## src/rtl/spi_pkg.sv

```systemverilog
// Shared SPI frame definitions: address width, header length and controller FSM states.
package spi_pkg;

  localparam int ADDR_W = 7;
  // Header is the R/W bit followed by the register address.
  localparam int HDR_W  = 1 + ADDR_W;

  typedef enum logic [2:0] {
    IDLE,
    SETUP,
    SHIFT_HI,
    SHIFT_LO,
    HOLD,
    GAP
  } spi_state_e;

  function automatic int frame_len(input int data_w);
    return HDR_W + data_w;
  endfunction

endpackage

```

## src/rtl/spi_sclk_div.sv

```systemverilog
// Half-period timer: counts CLK_DIV cycles while enabled and strobes on the last one.
module spi_sclk_div #(
  parameter int CLK_DIV = 4
) (
  input  logic clk,
  input  logic rst_n,
  input  logic en,
  output logic phase_end
);

  localparam int CW = $clog2(CLK_DIV);

  logic [CW-1:0] cnt;

  assign phase_end = en && (cnt == CW'(CLK_DIV - 1));

  always_ff @(posedge clk) begin
    if (!rst_n || !en) begin
      cnt <= '0;
    end else if (phase_end) begin
      cnt <= '0;
    end else begin
      cnt <= cnt + CW'(1);
    end
  end

endmodule

```

## src/rtl/spi_controller.sv

```systemverilog
// SPI mode-0 controller: sends one {rw, addr, wdata} frame MSB first and captures the data-phase CIPO bits.
// Handshake: start is taken only while idle (busy=0); done pulses for one cycle as busy drops, and a start in that cycle is taken.
module spi_controller
  import spi_pkg::*;
#(
  parameter int W       = 8,
  parameter int CLK_DIV = 4
) (
  input  logic              clk,
  input  logic              rst_n,
  input  logic              start,
  input  logic              rw,
  input  logic [ADDR_W-1:0] addr,
  input  logic [W-1:0]      wdata,
  output logic              busy,
  output logic              done,
  output logic [W-1:0]      rdata,
  output logic              SCLK,
  output logic              nCS,
  output logic              COPI,
  input  logic              CIPO
);

  localparam int FRAME_W = frame_len(W);
  localparam int BIT_W   = $clog2(FRAME_W);

  spi_state_e          state, state_next;
  logic                phase_end;
  logic                accept;
  logic                last_bit;
  logic [BIT_W-1:0]    bit_cnt;
  // Bits still to send after the one currently on COPI.
  logic [FRAME_W-2:0]  tx;
  logic [W-1:0]        rx;
  logic [FRAME_W-1:0]  frame;

  assign frame    = {rw, addr, wdata};
  assign accept   = (state == IDLE) && start && !busy;
  assign last_bit = (bit_cnt == BIT_W'(FRAME_W - 1));

  spi_sclk_div #(.CLK_DIV(CLK_DIV)) u_div (
    .clk       (clk),
    .rst_n     (rst_n),
    .en        (state != IDLE),
    .phase_end (phase_end)
  );

  always_comb begin
    state_next = state;
    case (state)
      IDLE:     if (accept)    state_next = SETUP;
      SETUP:    if (phase_end) state_next = SHIFT_HI;
      SHIFT_HI: if (phase_end) state_next = last_bit ? HOLD : SHIFT_LO;
      SHIFT_LO: if (phase_end) state_next = SHIFT_HI;
      HOLD:     if (phase_end) state_next = GAP;
      GAP:      if (phase_end) state_next = IDLE;
      default:                 state_next = IDLE;
    endcase
  end

  // Outputs are registered from the next state so they line up with the state register.
  always_ff @(posedge clk) begin
    if (!rst_n) begin
      state   <= IDLE;
      busy    <= 1'b0;
      done    <= 1'b0;
      rdata   <= '0;
      SCLK    <= 1'b0;
      nCS     <= 1'b1;
      COPI    <= 1'b0;
      bit_cnt <= '0;
      tx      <= '0;
      rx      <= '0;
    end else begin
      state <= state_next;
      busy  <= (state_next != IDLE);
      SCLK  <= (state_next == SHIFT_HI);
      nCS   <= !(state_next inside {SETUP, SHIFT_HI, SHIFT_LO, HOLD});
      done  <= (state == GAP) && phase_end;

      if (accept) begin
        tx      <= frame[FRAME_W-2:0];
        COPI    <= frame[FRAME_W-1];
        bit_cnt <= '0;
        rx      <= '0;
      end

      if ((state == SHIFT_HI) && phase_end) begin
        if (bit_cnt >= BIT_W'(HDR_W)) begin
          rx <= {rx[W-2:0], CIPO};
        end
        if (!last_bit) begin
          COPI    <= tx[FRAME_W-2];
          tx      <= {tx[FRAME_W-3:0], 1'b0};
          bit_cnt <= bit_cnt + BIT_W'(1);
        end
      end

      if ((state == HOLD) && phase_end) begin
        COPI <= 1'b0;
      end

      if ((state == GAP) && phase_end) begin
        rdata <= rx;
      end
    end
  end

endmodule
```

## config.mk

```make
export PLATFORM = sky130hd
export DESIGN_NAME = spi_controller
export DESIGN_NICKNAME = d
export VERILOG_FILES = /design/src/rtl/spi_pkg.sv /design/src/rtl/spi_sclk_div.sv /design/src/rtl/spi_controller.sv
export SDC_FILE = /design/constraint.sdc
export NUM_CORES = 1
export LEC_CHECK = 0
export ABC_AREA = 1
export CELL_PAD_IN_SITES_DETAIL_PLACEMENT = 1
export CELL_PAD_IN_SITES_GLOBAL_PLACEMENT = 2
export CORE_UTILIZATION = 32
export CTS_CLUSTER_SIZE = 28
export DETAILED_ROUTE_END_ITERATION = 16
export GPL_TIMING_DRIVEN = 0
export PLACE_DENSITY_LB_ADDON = 0.1
export SYNTH_ARGS = -nofsm -noshare
export SYNTH_HDL_FRONTEND = slang
export SYNTH_SLANG_ARGS = --single-unit
```

## constraint.sdc

```tcl
create_clock -name clk -period 4.1 [get_ports clk]
set_input_delay 0.82 -clock clk [delete_from_list [all_inputs] [get_ports clk]]
set_output_delay 0.82 -clock clk [all_outputs]
set_load 0.02 [all_outputs]
```

==> run_results.csv <==
group,metric,value,unit
floorplanning,coreArea,5890,µm²
setup_path,cp_cell_sequence,"clkdlybuf4s50_1",
detailed_routing,routed_wirelength,4.58,mm
yosys,yosysSeqAreaShare,0.462,
timing,fmax,0.477,GHz
setup_path,crit_cells,1,
floorplanning,start_util,0.331,
pwr,power_frac_seq,0.536,
pwr,p_switching,209,µW
timing,hold_viol,0,
pwr,p_clk_frac,0.351,
clock_tree,htree_levels,2,
yosys,yosysWarnings,0,
detailed_routing,drtAntennaViolNets,0,
yosys,synth_cell_types,26,
timing,max_slew_margin,0.672,
clock_tree,cts_made_buffers,5,
run,drv_cap,0,
detailed_routing,wl_per_cell,12.6,µm
timing,tightestPinTransition,0.492,ns
yosys,async_flop_share,0,
timing,fin_worst_skew,0.00592,ns
yosys,syn-num-nets,271,
clock_tree,cts.sinks,45,
floorplanning,die_height,80.1,µm
global_route,grt_pass1_vias,1743,
detailed_routing,vias,1735,
yosys,synthFlopType,"dfxtp_1",
hold_path,holdPathStages,1,
detailed_routing,drc_errors,0,
yosys,ys_seq_elements,45,
setup_path,rrSetupSlack,2.50,ns
setup_path,crit_path_max_fanout,2,
clock_tree,cts_root_buf,"clkbuf_8",
setup_path,slowest_stage,"clkdlybuf4s50_1",
global_route,grt.overflow.total,0,
setup_path,criticalPathCategory,"reg2out",
place,hpwl,3.30,mm
floorplanning,die_area,6410,µm²
pwr,power,859,µW
cells_and_area,drive_above_1_share,0.129,
pwr,p_int,650,µW
cells_and_area,antenna_cells,0,
setup_path,max_stage_delay,0.62,ns
hold_path,hp-class,"reg2reg",
cells_and_area,fillers,733,
timing,setup_violations,0,
pwr,leakagePower,0.936,nW
clock_tree,clock_latency,0.29,ns
timing,layout_min_cycle_time,2.10,ns
clock_tree,cts_tree,"done",
yosys,synth_edf_count,0,
clock_tree,cts_hold_buf,0,
clock_tree,clockBufferDepth,2,
floorplanning,die_w,80.1,µm
yosys,synthCells,248,
timing,timing.final.crit_share,0.511,
global_route,grt_pass1_wl,7.95,mm
place,gp_congestion,0.733,
setup_path,reg2reg_depth,5,
clock_tree,post-cts-setup-buffers,0,
floorplanning,rows,28,
yosys,avgSynthCellArea,7.87,µm²
run_status,status,"finished clean",
pwr,power_frac_comb,0.113,
floorplanning,ios,33,
cells_and_area,area_delta_synth_final,25.9,%
clock_tree,clk_pin_slew_worst_paths,0.09,ns
setup_path,start_kind,"flop",
detailed_routing,dr.pass1.iters,4,
place,port_buffers,31,
setup_path,crit_required,3.28,ns
global_route,grt_max_degree,14,
setup_path,path_buf_inv,1,
timing,fin_setup_tns,0,ns
timing,slew_viol_final,0,
pwr,sw_frac_of_total,0.244,
clock_tree,cts_resized,0,
setup_path,crit_family,"buffers and inverters",
detailed_routing,drtIter0Drc,48,
setup_path,endpoint_kind,"output pin",
global_route,antenna_found_initial,0,
global_route,grt_usage,0.159,
cells_and_area,nNetsFinal,309,
detailed_routing,vias_per_cell,4.79,
pwr,power_density,350,nW/µm²
yosys,syn_area,1950,µm²
setup_path,critPathArrivalTime,1.28,ns
timing,rsz0062_at_grt,"no",
pwr,ir_drop,126,µV
## stage by stage
stage	hold WS (ns)	util	cell area, µm²	worst slack [ns]	std cells
detailed placement	0.417	0.400	2350	1.92	354
finish	0.425	0.417	2460	2.00	362
global placement	0.416	0.400	2350	1.92	354
CTS	0.429	0.417	2460	1.99	362
global route	0.460	0.417	2460	1.97	362
floorplan	0.398	-	1950	2.51	248
## routing by layer
metal | global-route usage | share of wire | up-vias
met2 | 0.267 | 0.48 | 25
li1 | - | - | 901
met4 | 0.0482 | 0.013 | 0
met3 | 0.0375 | 0.026 | 6
met1 | 0.202 | 0.48 | 803
met5 | 0 | 0 | -
## kinds of logic (layout without fill, tap and decap cells)
group / Yosys count / after routing / share of synthesized area
AOI/OAI and AO/OA: 77 / 77 / 0.218
adders and majority gates: 3 / 3 / 0.0192
buffers and inverters: 42 / 81 / 0.105
DFF: 45 / 45 / 0.462
and+or+nand+nor: 81 / 81 / 0.196
## registers in the layout, summed over array words and instances, names as in the netlist
| name | cells |
|---|---|
| state | 3 |
| rdata | 8 |
| nCS | 1 |
| SCLK | 1 |
| COPI | 1 |
| u_div.cnt | 2 |
| done | 1 |
| busy | 1 |
| rx | 8 |
| tx | 15 |
| bit_cnt | 4 |
## power groups by stage
stage | clock (mW) | sequential (mW) | combinational [mW]
2_1_floorplan | 0 | 0.473 | 0.0565
3_3_place_gp | 0 | 0.471 | 0.0978
3_5_place_dp | 0 | 0.471 | 0.0982
4_1_cts | 0.317 | 0.461 | 0.0989
5_1_grt | 0.333 | 0.464 | 0.109
6_report | 0.301 | 0.461 | 0.0970
## path summary, 6_finish.rpt
check | end | start
setup reg to reg | tx[7] | bit_cnt[1]
setup / recovery | COPI | COPI
hold / removal | u_div.cnt[0] | u_div.cnt[0]
hold reg to reg | u_div.cnt[0] | u_div.cnt[0]
## cell usage after synthesis, types with 5 or more instances
cell type	count	area share
inv_1	23	0.044
nand2_1	49	0.094
buf_6	5	0.029
o21ai_0	26	0.067
a31oi_1	14	0.045
inv_2	5	0.0096
a21oi_1	21	0.054
nand3_1	12	0.031
o21ai_1	9	0.023
dfxtp_1	45	0.46
nor2_1	7	0.013
## cell usage in the layout, fill, tap and decap left out, types with 3 or more instances in the layout
| master | count |
|---|---|
| o21ai_0 | 26 |
| buf_2 | 4 |
| o211ai_1 | 3 |
| clkdlybuf4s50_1 | 31 |
| a21oi_1 | 21 |
| inv_1 | 23 |
| nand2_1 | 49 |
| ha_1 | 3 |
| nand3_1 | 12 |
| clkbuf_8 | 7 |
| nand2_2 | 3 |
| o21ai_1 | 9 |
| clkbuf_1 | 4 |
| nor2_1 | 7 |
| inv_2 | 5 |
| a31oi_1 | 14 |
| dfxtp_1 | 45 |
| buf_6 | 5 |
## layout make-up
cell class / count / area (µm²) / area share
plain buffers: 14 / 98.8 / 0.0402
clock buffers: 7 / 96.3 / 0.0392
clock inverters: 1 / 5.00 / 0.00204
inverters: 28 / 105 / 0.0428
multi-input cells: 161 / 846 / 0.344
flip-flops and latches: 45 / 901 / 0.367
well taps: 75 / 93.8 / 0.0382
repair buffers: 31 / 310 / 0.126
No activity file was read; power rests on OpenSTA's default activity.
